<file path="src/rtl/unary_ops_pkg.sv">
// Shared types and helpers for the unary_ops sweep/compactor block.
package unary_ops_pkg;

  typedef enum logic [1:0] {
    IDLE  = 2'd0,
    RUN   = 2'd1,
    DRAIN = 2'd2,
    DONE  = 2'd3
  } state_e;

  // Feedback taps at bits 31, 21, 1 and 0.
  localparam logic [31:0] MISR_POLY = 32'h8020_0003;

  // Width of the reduction-result bus.
  localparam int RED_W = 12;

  // XOR of the two 32-bit chunks of a zero-extended response word.
  // {vec_res, red_res} is at most 60 bits wide, so two chunks always suffice.
  function automatic logic [31:0] fold(input logic [63:0] v);
    return v[31:0] ^ v[63:32];
  endfunction

endpackage

</file>
<file path="src/rtl/unary_ops_misr.sv">
// 32-bit multiple-input signature register with synchronous clear and enable.
module unary_ops_misr
  import unary_ops_pkg::*;
(
  input  logic        clk,
  input  logic        reset,
  input  logic        clr,
  input  logic        en,
  input  logic [31:0] din,
  output logic [31:0] sig
);

  logic [31:0] sig_q, sig_d;

  // Next signature: shift with tap feedback, then fold in the new word.
  always_comb begin
    sig_d = sig_q;
    if (clr)
      sig_d = '0;
    else if (en)
      sig_d = {sig_q[30:0], ^(sig_q & MISR_POLY)} ^ din;
  end

  // Signature register.
  always_ff @(posedge clk) begin
    if (reset) sig_q <= '0;
    else       sig_q <= sig_d;
  end

  assign sig = sig_q;

endmodule

</file>
<file path="src/rtl/unary_ops_sweep.sv">
// Exhaustive input sweep for a unary_ops DUT, with response capture and MISR
// compaction. Optional internal reduction checker: UNARY_OPS_SWEEP_CHECK_EN.
module unary_ops_sweep
  import unary_ops_pkg::*;
#(
  parameter int size = 1
) (
  input  logic                  clk,
  input  logic                  reset,
  input  logic                  start,
  output logic [size-1:0]       sweep_in,
  input  logic [3*size-1:0]     vec_res,
  input  logic [RED_W-1:0]      red_res,
  output logic                  busy,
  output logic                  done,
  output logic [size:0]         count,
  output logic [31:0]           sig,
  output logic                  err,
  output logic [size-1:0]       err_idx
);

  localparam int               CAP_W     = 3*size + RED_W;
  localparam logic [size-1:0]  SWEEP_MAX = '1;

  state_e             state_q, state_d;
  logic [size-1:0]    sweep_q, sweep_d;
  logic [CAP_W-1:0]   cap_q, cap_d;
  logic               cap_vld_q, cap_vld_d;
  logic [size:0]      count_q, count_d;
  logic               busy_q, busy_d;
  logic               done_q, done_d;
  logic               start_acc;

  // start is only honoured when no sweep is in flight.
  assign start_acc = start && (state_q == IDLE || state_q == DONE);

  // Sequencer: drives the sweep, captures responses, counts folds.
  always_comb begin
    state_d   = state_q;
    sweep_d   = sweep_q;
    cap_d     = cap_q;
    cap_vld_d = 1'b0;
    count_d   = count_q;
    busy_d    = busy_q;
    done_d    = done_q;
    // A valid capture is folded one cycle after it was taken.
    if (cap_vld_q) count_d = count_q + (size+1)'(1);
    case (state_q)
      IDLE, DONE: begin
        if (start_acc) begin
          state_d = RUN;
          sweep_d = '0;
          count_d = '0;
          busy_d  = 1'b1;
          done_d  = 1'b0;
        end
      end
      RUN: begin
        cap_d     = {vec_res, red_res};
        cap_vld_d = 1'b1;
        if (sweep_q == SWEEP_MAX) state_d = DRAIN;
        else                      sweep_d = sweep_q + size'(1);
      end
      DRAIN: begin
        state_d = DONE;
        busy_d  = 1'b0;
        done_d  = 1'b1;
      end
      default: state_d = IDLE;
    endcase
  end

  // Sequencer state.
  always_ff @(posedge clk) begin
    if (reset) begin
      state_q   <= IDLE;
      sweep_q   <= '0;
      cap_q     <= '0;
      cap_vld_q <= 1'b0;
      count_q   <= '0;
      busy_q    <= 1'b0;
      done_q    <= 1'b0;
    end else begin
      state_q   <= state_d;
      sweep_q   <= sweep_d;
      cap_q     <= cap_d;
      cap_vld_q <= cap_vld_d;
      count_q   <= count_d;
      busy_q    <= busy_d;
      done_q    <= done_d;
    end
  end

  unary_ops_misr u_misr (
    .clk   (clk),
    .reset (reset),
    .clr   (start_acc),
    .en    (cap_vld_q),
    .din   (fold(64'(cap_q))),
    .sig   (sig)
  );

`ifdef UNARY_OPS_SWEEP_CHECK_EN
  logic [size-1:0] cap_in_q, cap_in_d;
  logic            err_q, err_d;
  logic [size-1:0] err_idx_q, err_idx_d;
  logic [7:0]      red_exp;

  // Reference reductions of the captured input, in red_res[11:4] order.
  assign red_exp = {~|cap_in_q, &cap_in_q, ~&cap_in_q, |cap_in_q,
                    ~|cap_in_q, ^cap_in_q, ~^cap_in_q, ~^cap_in_q};

  // Checker: remember the input for each capture, latch the first mismatch.
  always_comb begin
    cap_in_d  = (state_q == RUN) ? sweep_q : cap_in_q;
    err_d     = err_q;
    err_idx_d = err_idx_q;
    if (start_acc) begin
      err_d     = 1'b0;
      err_idx_d = '0;
    end else if (cap_vld_q && !err_q && (cap_q[RED_W-1:4] != red_exp)) begin
      err_d     = 1'b1;
      err_idx_d = cap_in_q;
    end
  end

  // Checker state.
  always_ff @(posedge clk) begin
    if (reset) begin
      cap_in_q  <= '0;
      err_q     <= 1'b0;
      err_idx_q <= '0;
    end else begin
      cap_in_q  <= cap_in_d;
      err_q     <= err_d;
      err_idx_q <= err_idx_d;
    end
  end

  assign err     = err_q;
  assign err_idx = err_idx_q;
`else
  assign err     = 1'b0;
  assign err_idx = '0;
`endif

  assign sweep_in = sweep_q;
  assign busy     = busy_q;
  assign done     = done_q;
  assign count    = count_q;

endmodule

</file>
<file path="config.mk">
export PLATFORM = sky130hd
export DESIGN_NAME = unary_ops_sweep
export DESIGN_NICKNAME = d
export VERILOG_FILES = /design/src/rtl/unary_ops_pkg.sv /design/src/rtl/unary_ops_misr.sv /design/src/rtl/unary_ops_sweep.sv
export SDC_FILE = /design/constraint.sdc
export NUM_CORES = 1
export LEC_CHECK = 0
export CAP_MARGIN = 25
export CELL_PAD_IN_SITES_DETAIL_PLACEMENT = 1
export CELL_PAD_IN_SITES_GLOBAL_PLACEMENT = 1
export CORE_MARGIN = 5
export CORE_UTILIZATION = 37
export CTS_BUF_LIST = sky130_fd_sc_hd__clkbuf_16
export CTS_CLUSTER_SIZE = 25
export DETAILED_ROUTE_END_ITERATION = 8
export PLACE_DENSITY_LB_ADDON = 0.1
export SYNTH_ARGS = -nofsm -noshare
export SYNTH_HDL_FRONTEND = slang
export SYNTH_HIERARCHICAL = 1
export SYNTH_SLANG_ARGS = --single-unit
</file>
<file path="constraint.sdc">
create_clock -name clk -period 1.91 [get_ports clk]
set_input_delay 0.4775 -clock clk [delete_from_list [all_inputs] [get_ports clk]]
set_output_delay 0.4775 -clock clk [all_outputs]
set_load 0.01 [all_outputs]
</file>
Word level (Yosys, flattened, before mapping)
Index checks and enable logic that the tools add are counted.
{ "op_classes": {"n_bitwise": 1, "eq_ne": 5, "reduce_logical": 11, "addsub": 2, "mux": 13} }
{ "ops": {"columns": ["operator", "n"], "rows": [
  ["parity 32 bit", 1],
  ["bitwise XOR 32 x 15 -> 32 bit", 1],
  ["2-to-1 mux 2 bit", 5],
  ["one-hot mux 1 bit (2 select lines)", 3],
  ["one-hot mux 2 bit (3 select lines)", 1],
  ["AND reduction 2 bit", 3],
  ["== test 2 bit, second input constant", 2],
  ["2-to-1 mux 1 bit", 4],
  ["inequality test 2 bit, second input constant", 2],
  ["nonzero test 2 bit", 2],
  ["OR reduction 2 bit", 2],
  ["adder 2 x 1 -> 2 bit, second input constant", 1],
  ["== test 2 x 1 -> 1 bit, second input constant", 1],
  ["zero test 2 bit", 1],
  ["adder 1 bit, second input constant", 1],
  ["logical AND 1 bit", 1],
  ["logical OR 1 bit", 1]
]} }
{ "word_totals": {"wordCells": 40, "reg_bits": 55, "out_inout_bits": 39, "in_bits": 18} }

Logic depth before layout (Yosys ltp)
Gate-level depths: netlist of run 1.
{ "logic_depth": {"word_depth": 5, "mapped_depth": 8, "mapped_depth_nobuf": 7} }

Modules after synthesis
The synthesis of run 1 kept the hierarchy.
{ "modules_own_cells": {"columns": ["module", "area_each_um2", "seq_area_each_um2", "cells_each", "n_inst"], "rows": [
  ["unary_ops_misr", 1365.1, 640.6, 144, 1],
  ["unary_ops_sweep", 950.9, 460.4, 90, 1]
]} }

Least setup slack after synthesis of run 1
No wires, ideal clock.
{ "synth_timing": {"path_kind": "register -> register", "from": "reg state_q[0]", "to": "reg u_misr.sig_q[22], in the netlist u_misr/sig[22]", "stages_incl_launch_ff": 9, "n_path_buf": 2, "synth_period_minus_slack_ns": 1.710, "required_time_ns": 1.824, "setup_time_ns": 0.086, "setup_slack_ns": 0.200, "arrival_time_ns": 1.625, "cell_sequence": "dfxtp_1 > inv_1 > ha_1 > nand2_2 > inv_2 > or2_2 > clkbuf_1 > buf_2 > a211oi_1"} }
{ "synth_between": {"elab_chain_cells": 4, "word_cells_on_any_way": 5, "classes_between": "1 x eq/ne; 4 x reduce/logical"} }
{ "synth_rtl": {"columns": ["item", "line_no", "rtl"], "rows": [
  ["start, declared", "unary_ops_sweep.sv:25", "state_e state_q, state_d;"],
  ["start signal, assigned", "unary_ops_sweep.sv:84", "state_q <= state_d;"],
  ["== test 2 bit / zero test 2 bit (equally long branches)", "unary_ops_sweep.sv:35", "assign start_acc = start && (state_q == IDLE || state_q == DONE);"],
  ["logical OR 1 bit *", "unary_ops_sweep.sv:35", null],
  ["logical AND 1 bit *", "unary_ops_sweep.sv:35", null],
  ["net start_acc", "unary_ops_sweep.sv:32", "logic start_acc;"],
  ["OR reduction 2 bit (no source line) *", null, null],
  ["end signal, assigned", "unary_ops_misr.sv:27", "else sig_q <= sig_d;"],
  ["end, declared", "unary_ops_misr.sv:13", "logic [31:0] sig_q, sig_d;"]
]} }
The timed path passes the listed nets; every way through them passes the cells marked *.
A chain may end at the register's enable or synchronous reset.

Worst setup path after layout of run 1
{ "layout_timing": {"from": "reg state_q[0]", "to": "reg u_misr.sig_q[30], in the netlist u_misr/sig[30]"} }
The elaborated chain is that of the path after synthesis.

==> results of run 1 <==
-- Yosys cell counts, types with 2 or more instances --
cell type / count
buf_4: 2
ha_1: 3
dfxtp_1: 55
nand2_1: 3
nor2_1: 50
inv_1: 4
a21oi_1: 2
xor2_1: 2
xnor2_1: 34
nand2b_4: 2
buf_2: 7
a211oi_1: 32
mux2i_1: 15
nor3_1: 3
clkbuf_1: 4
buf_1: 2
-- logic make-up after synthesis --
kind of cell / Yosys count
AOI/OAI and AO/OA: 39
DFF: 55
buffers and inverters: 22
xor gates and xnor gates: 36
and+or+nand+nor: 63
muxes: 15
other: 1
adders and majority gates: 3
-- power by group --
part           switching [mW]  internal (mW)  leakage (nW)
logic                   0.790          0.849         0.578
clock network           0.382          0.473        0.0701
registers               0.224           1.41         0.449
total                    1.40           2.73          1.10
-- worst paths after layout --
check / from / end / slack (ps)
worst max-delay path: state_q[0]$_SDFFE_PP0P_ / u_misr/sig[30]$_SDFFE_PP0P_ / 90
worst min-delay path: cap_q[6]$_SDFFE_PP0P_ / cap_q[6]$_SDFFE_PP0P_ / 520
worst max register to register: state_q[0]$_SDFFE_PP0P_ / u_misr/sig[30]$_SDFFE_PP0P_ / 90
worst min register to register: cap_q[6]$_SDFFE_PP0P_ / cap_q[6]$_SDFFE_PP0P_ / 520
-- layer usage --
metal / up-vias / track usage [%] / wire, um
met5: - / 0 / 0
met4: 0 / 2.84 / 0
met2: 34 / 22.4 / 2410
li1: 907 / - / -
met3: 0 / 4.33 / 236
met1: 841 / 16.9 / 2330
-- worst max-delay path, cell delays in order (launching register included) --
cell and delay (ps):
dfxtp_1 400, inv_1 60, ha_1 360, nand2_2 110, inv_2 40, or2_2 360, buf_12 180, a211oi_1 200
-- final cells by class --
cell class | instances | area [um^2] | area share [%]
clock buffer | 5 | 125 | 4.00
timing repair buffer | 62 | 613 | 19.6
tap | 75 | 93.8 | 3.00
sequential | 55 | 1100 | 35.2
clock inverter | 3 | 11.3 | 0.360
multi-input combinational | 175 | 1160 | 37.2
inverter | 5 | 18.8 | 0.600
-- flip-flops by register name, indices dropped and copies added (netlist names) --
| register | count |
|---|---|
| sweep_in | 1 |
| busy | 1 |
| cap_q | 15 |
| count | 2 |
| u_misr/sig | 32 |
| cap_vld_q | 1 |
| done | 1 |
| state_q | 2 |
==> results by group, run 1 <==
Status
  • Outcome: complete, no violations

STA
  • RSZ-0062 raised after global routing: false
  • Final hold viol count: 0
  • Fin Clk Skew: 3.56 ps
  • Slew Limit Fails: 0
  • WHS: 516 ps
  • Tcrit/Tclk final: 95.2%
  • Setup_tns: 0 ps
  • Setup-failing EPs final: 0
  • FMAX: 550 MHz
  • Tmin final: 1820 ps
  • Setup ws final: 92.3 ps

Global routing
  • Vias in the first global route: 1780
  • Largest net degree at the start of global routing: 48
  • Initial antenna violation count: 0
  • First-pass GRT wire length: 8340 um
  • GR Util All Layers: 13.4%
  • Remaining global-route overflow: 0

Synth
  • Cells after Synth: 234
  • Post-synthesis mux area share: 6.48%
  • Compound-cell area share of the yosys netlist: 13.3%
  • Share of flip-flops with an asynchronous set or reset: 0%
  • Post-synth top area share: 47.5%
  • Synth area leader: dfxtp_1
  • Seq/Total Area, Yosys: 47.5%
  • Synth Area in Simple Gates: 11.9%
  • Post-synth top flop: dfxtp_1
  • Mapped Area: 2320 um^2
  • Mapped Avg Cell Area: 9.90 um^2
  • Number of synthesized register bits: 55
  • Syn. warnings: 6
  • Count of cell types in the netlist: 30
  • Largest family of logic cells by synthesized area: XOR/XNOR gates
  • Post-synth EDFFs: 0
  • Adder-cell share of the synthesized area: 1.62%
  • Post-Synth XOR/XNOR Area: 13.6%
  • Synth top area cells: dfxtp_1 48%, xnor2_1 13%, a211oi_1 10%

Setup path
  • Worst setup EP type: flip-flop
  • Reg2Reg Depth: 7
  • WP data arrival: 2010 ps
  • WS Path Type: flip-flop to flip-flop
  • Worst-path fanout max: 22
  • Worst EP required: 2100 ps
  • Crit path launch type: flip-flop

Clocking
  • Hold_buf cts: 0
  • # Post-CTS Setup Buffers: 0
  • Root Driver: clkbuf_16
  • Clk Latency, worst-skew pair: 280 ps
  • # resized after CTS: 0
  • CTS clk-pin slew, worst paths: 70 ps
  • Htree depth: 2
  • Clock Sinks: 55
  • CTS tree: yes
  • Cts bufs inserted: 5
  • Bufs on Longest Clock Path: 2

Final layout
  • Final net count: 325
  • Area delta synth->final: 35.1%
  • Fin util: 52.2%
  • Layout cells sized above 1: 8.20%
  • FILL cells: 663
  • Antenna cells: 0
  • Fin area: 3130 um^2
  • Most frequent cells in the layout: 54 x dfxtp_1, 54 x clkdlybuf4s50_1, 50 x nor2_1
  • Layout Cells excl Fill: 380

Hold path
  • Hold Path Stages: 2
  • Min-Delay Path Class: flip-flop to flip-flop

Pwr
  • Cell Pwr Density: 1320 nW/um^2
  • VDD IR max: 0.648 mV
  • Design Power: 4.12 mW
  • Lkg Pwr: 1.10 nW

Die
  • CORE AREA: 5990 um^2
  • DIE WIDTH: 89.1 um
  • Die height: 89.1 um
  • # rows: 28
  • Die area: 7940 um^2
  • Starting Density: 38.7%
  • Ports: 57

Detailed routing
  • Vias: 1782
  • Residual DRC: 0
  • Via density: 4.69
  • WL/cell: 13.1 um
  • DRT Wirelength: 4980 um
  • Antenna-violating nets left: 0
  • DR iter-0 viols: 34
  • Drt first pass iters: 4

Place
  • RD Place Congestion: 0.749
  • DP Cell Count: 372
  • DP Area: 2990 um^2
  • IO buf count: 54
  • DP Wirelength: 3610 um
  • Place WS: -44.1 ps

Flow run
  • Max-cap violation count: 0
(Power assumes the default switching activity.)
==> inputs of run 2 (changes only) <==
--- a/config.mk
+++ b/config.mk
@@ -13,6 +13,7 @@
 export CTS_BUF_LIST = sky130_fd_sc_hd__clkbuf_16
 export CTS_CLUSTER_SIZE = 25
 export DETAILED_ROUTE_END_ITERATION = 8
+export MAX_ROUTING_LAYER = met4
 export PLACE_DENSITY_LB_ADDON = 0.1
 export SYNTH_ARGS = -nofsm -noshare
 export SYNTH_HDL_FRONTEND = slang
==> run 2 against run 1 <==
Total power hardly changed. Sequential power barely moved. Wire length shrank 0.30%. Core utilization unchanged. Largest power group unchanged.
==> results by group, run 2 (synthesis results as in run 1) <==
Setup path
  • FF-to-FF End: u_misr/sig[30]$_SDFFE_PP0P_ (unchanged)
  • Crit path launch type: flip-flop (unchanged)
  • Worst Setup SP: state_q[0]$_SDFFE_PP0P_ (unchanged)
  • R2r setup slk: 90 ps (about the same)
  • WP data arrival: 2010 ps (about the same)
  • Setup crit end: u_misr/sig[30]$_SDFFE_PP0P_ (unchanged)
  • Worst R2R Start: state_q[0]$_SDFFE_PP0P_ (unchanged)
  • Worst-path fanout max: 22 (unchanged)
  • Worst setup EP type: flip-flop (unchanged)
  • Worst EP required: 2100 ps (about the same)
  • Reg2Reg Depth: 7 (unchanged)
  • WS Path Type: flip-flop to flip-flop (unchanged)

Final layout
  • Layout Cells excl Fill: 380 (unchanged)
  • Reg area: 1100 um^2 (unchanged)
  • Fin util: 52.2% (unchanged)
  • FILL cells: 663 (unchanged)
  • Multi-input logic area: 1160 um^2 (unchanged)
  • Largest register FFs: 32 (unchanged)
  • Layout cells sized above 1: 8.20% (unchanged)
  • Fin area: 3130 um^2 (unchanged)
  • Most frequent cells in the layout: 54 x dfxtp_1, 54 x clkdlybuf4s50_1, 50 x nor2_1 (unchanged)
  • Final net count: 325 (unchanged)
  • Area delta synth->final: 35.1% (unchanged)
  • Antenna cells: 0 (unchanged)

Clocking
  • Clock Sinks: 55 (unchanged)
  • Bufs on Longest Clock Path: 2 (unchanged)
  • CTS tree: yes (unchanged)
  • Htree depth: 2 (unchanged)
  • Clk Latency, worst-skew pair: 280 ps (about the same)
  • Hold_buf cts: 0 (unchanged)
  • Cts bufs inserted: 5 (unchanged)
  • Root Driver: clkbuf_16 (unchanged)
  • CTS clk-pin slew, worst paths: 70 ps (about the same)

Place
  • DP Cell Count: 372 (unchanged)
  • DP Wirelength: 3610 um (unchanged)
  • RD Place Congestion: 0.759 (was 0.749)
  • Place WS: -44.1 ps (unchanged)
  • IO buf count: 54 (unchanged)
  • DP Area: 2990 um^2 (unchanged)

Hold path
  • Min-delay src: cap_q[6]$_SDFFE_PP0P_ (unchanged)
  • Min-Delay Path Class: flip-flop to flip-flop (unchanged)

Global routing
  • Initial antenna violation count: 0 (unchanged)
  • Largest net degree at the start of global routing: 48 (unchanged)
  • Remaining global-route overflow: 0 (unchanged)
  • First-pass GRT wire length: 8340 um (unchanged)
  • GR Util All Layers: 13.7% (was 13.4%)
  • Vias in the first global route: 1784 (was 1780)

Detailed routing
  • Metal2 WL: 2390 um (was 2410 um)
  • Via density: 4.70 (was 4.69)
  • Vias: 1785 (was 1782)
  • WL/cell: 13.1 um (about the same)
  • DR iter-0 viols: 34 (unchanged)
  • Met1 WL: 2330 um (about the same)
  • Top routing layer used: met4 (was met3)
  • DRT Wirelength: 4970 um (was 4980 um)
  • Drt first pass iters: 4 (unchanged)
  • Routed wl met3: 228 um (was 236 um)
  • Residual DRC: 0 (unchanged)
  • Antenna-violating nets left: 0 (unchanged)

STA
  • FMAX: 551 MHz (was 550 MHz)
  • Slew Limit Fails: 0 (unchanged)
  • Tcrit/Tclk final: 95.1% (was 95.2%)
  • Fin Clk Skew: 3.59 ps (was 3.56 ps)
  • Tmin final: 1820 ps (about the same)
  • RSZ-0062 raised after global routing: false (unchanged)
  • Setup_tns: 0 ps (unchanged)
  • Setup-failing EPs final: 0 (unchanged)
  • Setup ws final: 93.8 ps (was 92.3 ps)
  • Final hold viol count: 0 (unchanged)
  • WHS: 515 ps (was 516 ps)

Die
  • Die height: 89.1 um (unchanged)
  • # rows: 28 (unchanged)
  • Ports: 57 (unchanged)
  • Die area: 7940 um^2 (unchanged)
  • Starting Density: 38.7% (unchanged)
  • DIE WIDTH: 89.1 um (unchanged)
  • CORE AREA: 5990 um^2 (unchanged)

Pwr
  • Cell Pwr Density: 1320 nW/um^2 (about the same)
  • Design Power: 4.12 mW (about the same)
  • Lkg Pwr: 1.10 nW (unchanged)
  • VDD IR max: 0.648 mV (about the same)

Flow run
  • Max-cap violation count: 0 (unchanged)

Status
  • Outcome: complete, no violations (unchanged)
[run 2: cell counts in the layout (fill, tap and decap cells not counted)]
Identical to the previous run, type by type.
[run 2: final cells by class]
| cell class | count | share of cell area [%] |
|---|---|---|
| Multi-Input combinational cell | 175 | 37.2 |
| Sequential cell | 55 | 35.2 |
| Clock inverter | 3 | 0.360 |
| Clock buffer | 5 | 4.00 |
| Timing Repair Buffer | 62 | 19.6 |
| Inverter | 5 | 0.600 |
| Tap cell | 75 | 3.00 |
[run 2: critical path: stages (launching register included)]
cell	delay, ps
dfxtp_1	400
inv_1	60
ha_1	360
nand2_2	110
inv_2	40
or2_2	360
buf_12	180
a211oi_1	200
[run 2: layer usage]
metal / GRT usage [%] / vias to the layer above
met5: - / -
met4: 3.65 / 0
met3: 3.23 / 3
met2: 22.4 / 33
met1: 17.0 / 841
li1: - / 908
[run 2: repair_timing]
item | CTS | global route
gates resized for setup | 0 | 1
setup buffers | 0 | 0
endpoints found under the setup margin | 0 | 1
[run 2: how the worst min path moves through the flow]
stage | slack (ps) | to | cells after the start
after detailed placement | 510 | cap_q[6]$_SDFFE_PP0P_ | 2
final | 510 | cap_q[6]$_SDFFE_PP0P_ | 2
after floorplan | 480 | cap_q[0]$_SDFFE_PP0P_ | 2
after CTS | 520 | done$_SDFFE_PP0P_ | 2
after global routing | 540 | u_misr/sig[9]$_SDFFE_PP0P_ | 2
after global placement | 500 | cap_q[4]$_SDFFE_PP0P_ | 2
[run 2: report_power, final]
part           internal (mW)  switching, mW
Clock                  0.473          0.383
Combinational          0.849          0.790
Sequential              1.41          0.224
==> inputs of run 3 (changes only) <==
--- a/config.mk
+++ b/config.mk
@@ -15,6 +15,7 @@
 export DETAILED_ROUTE_END_ITERATION = 8
 export MAX_ROUTING_LAYER = met4
 export PLACE_DENSITY_LB_ADDON = 0.1
+export SLEW_MARGIN = 25
 export SYNTH_ARGS = -nofsm -noshare
 export SYNTH_HDL_FRONTEND = slang
 export SYNTH_HIERARCHICAL = 1
==> results of run 3 <==
Same layout as run 2: the final DEF is identical, and so are final timing and power.
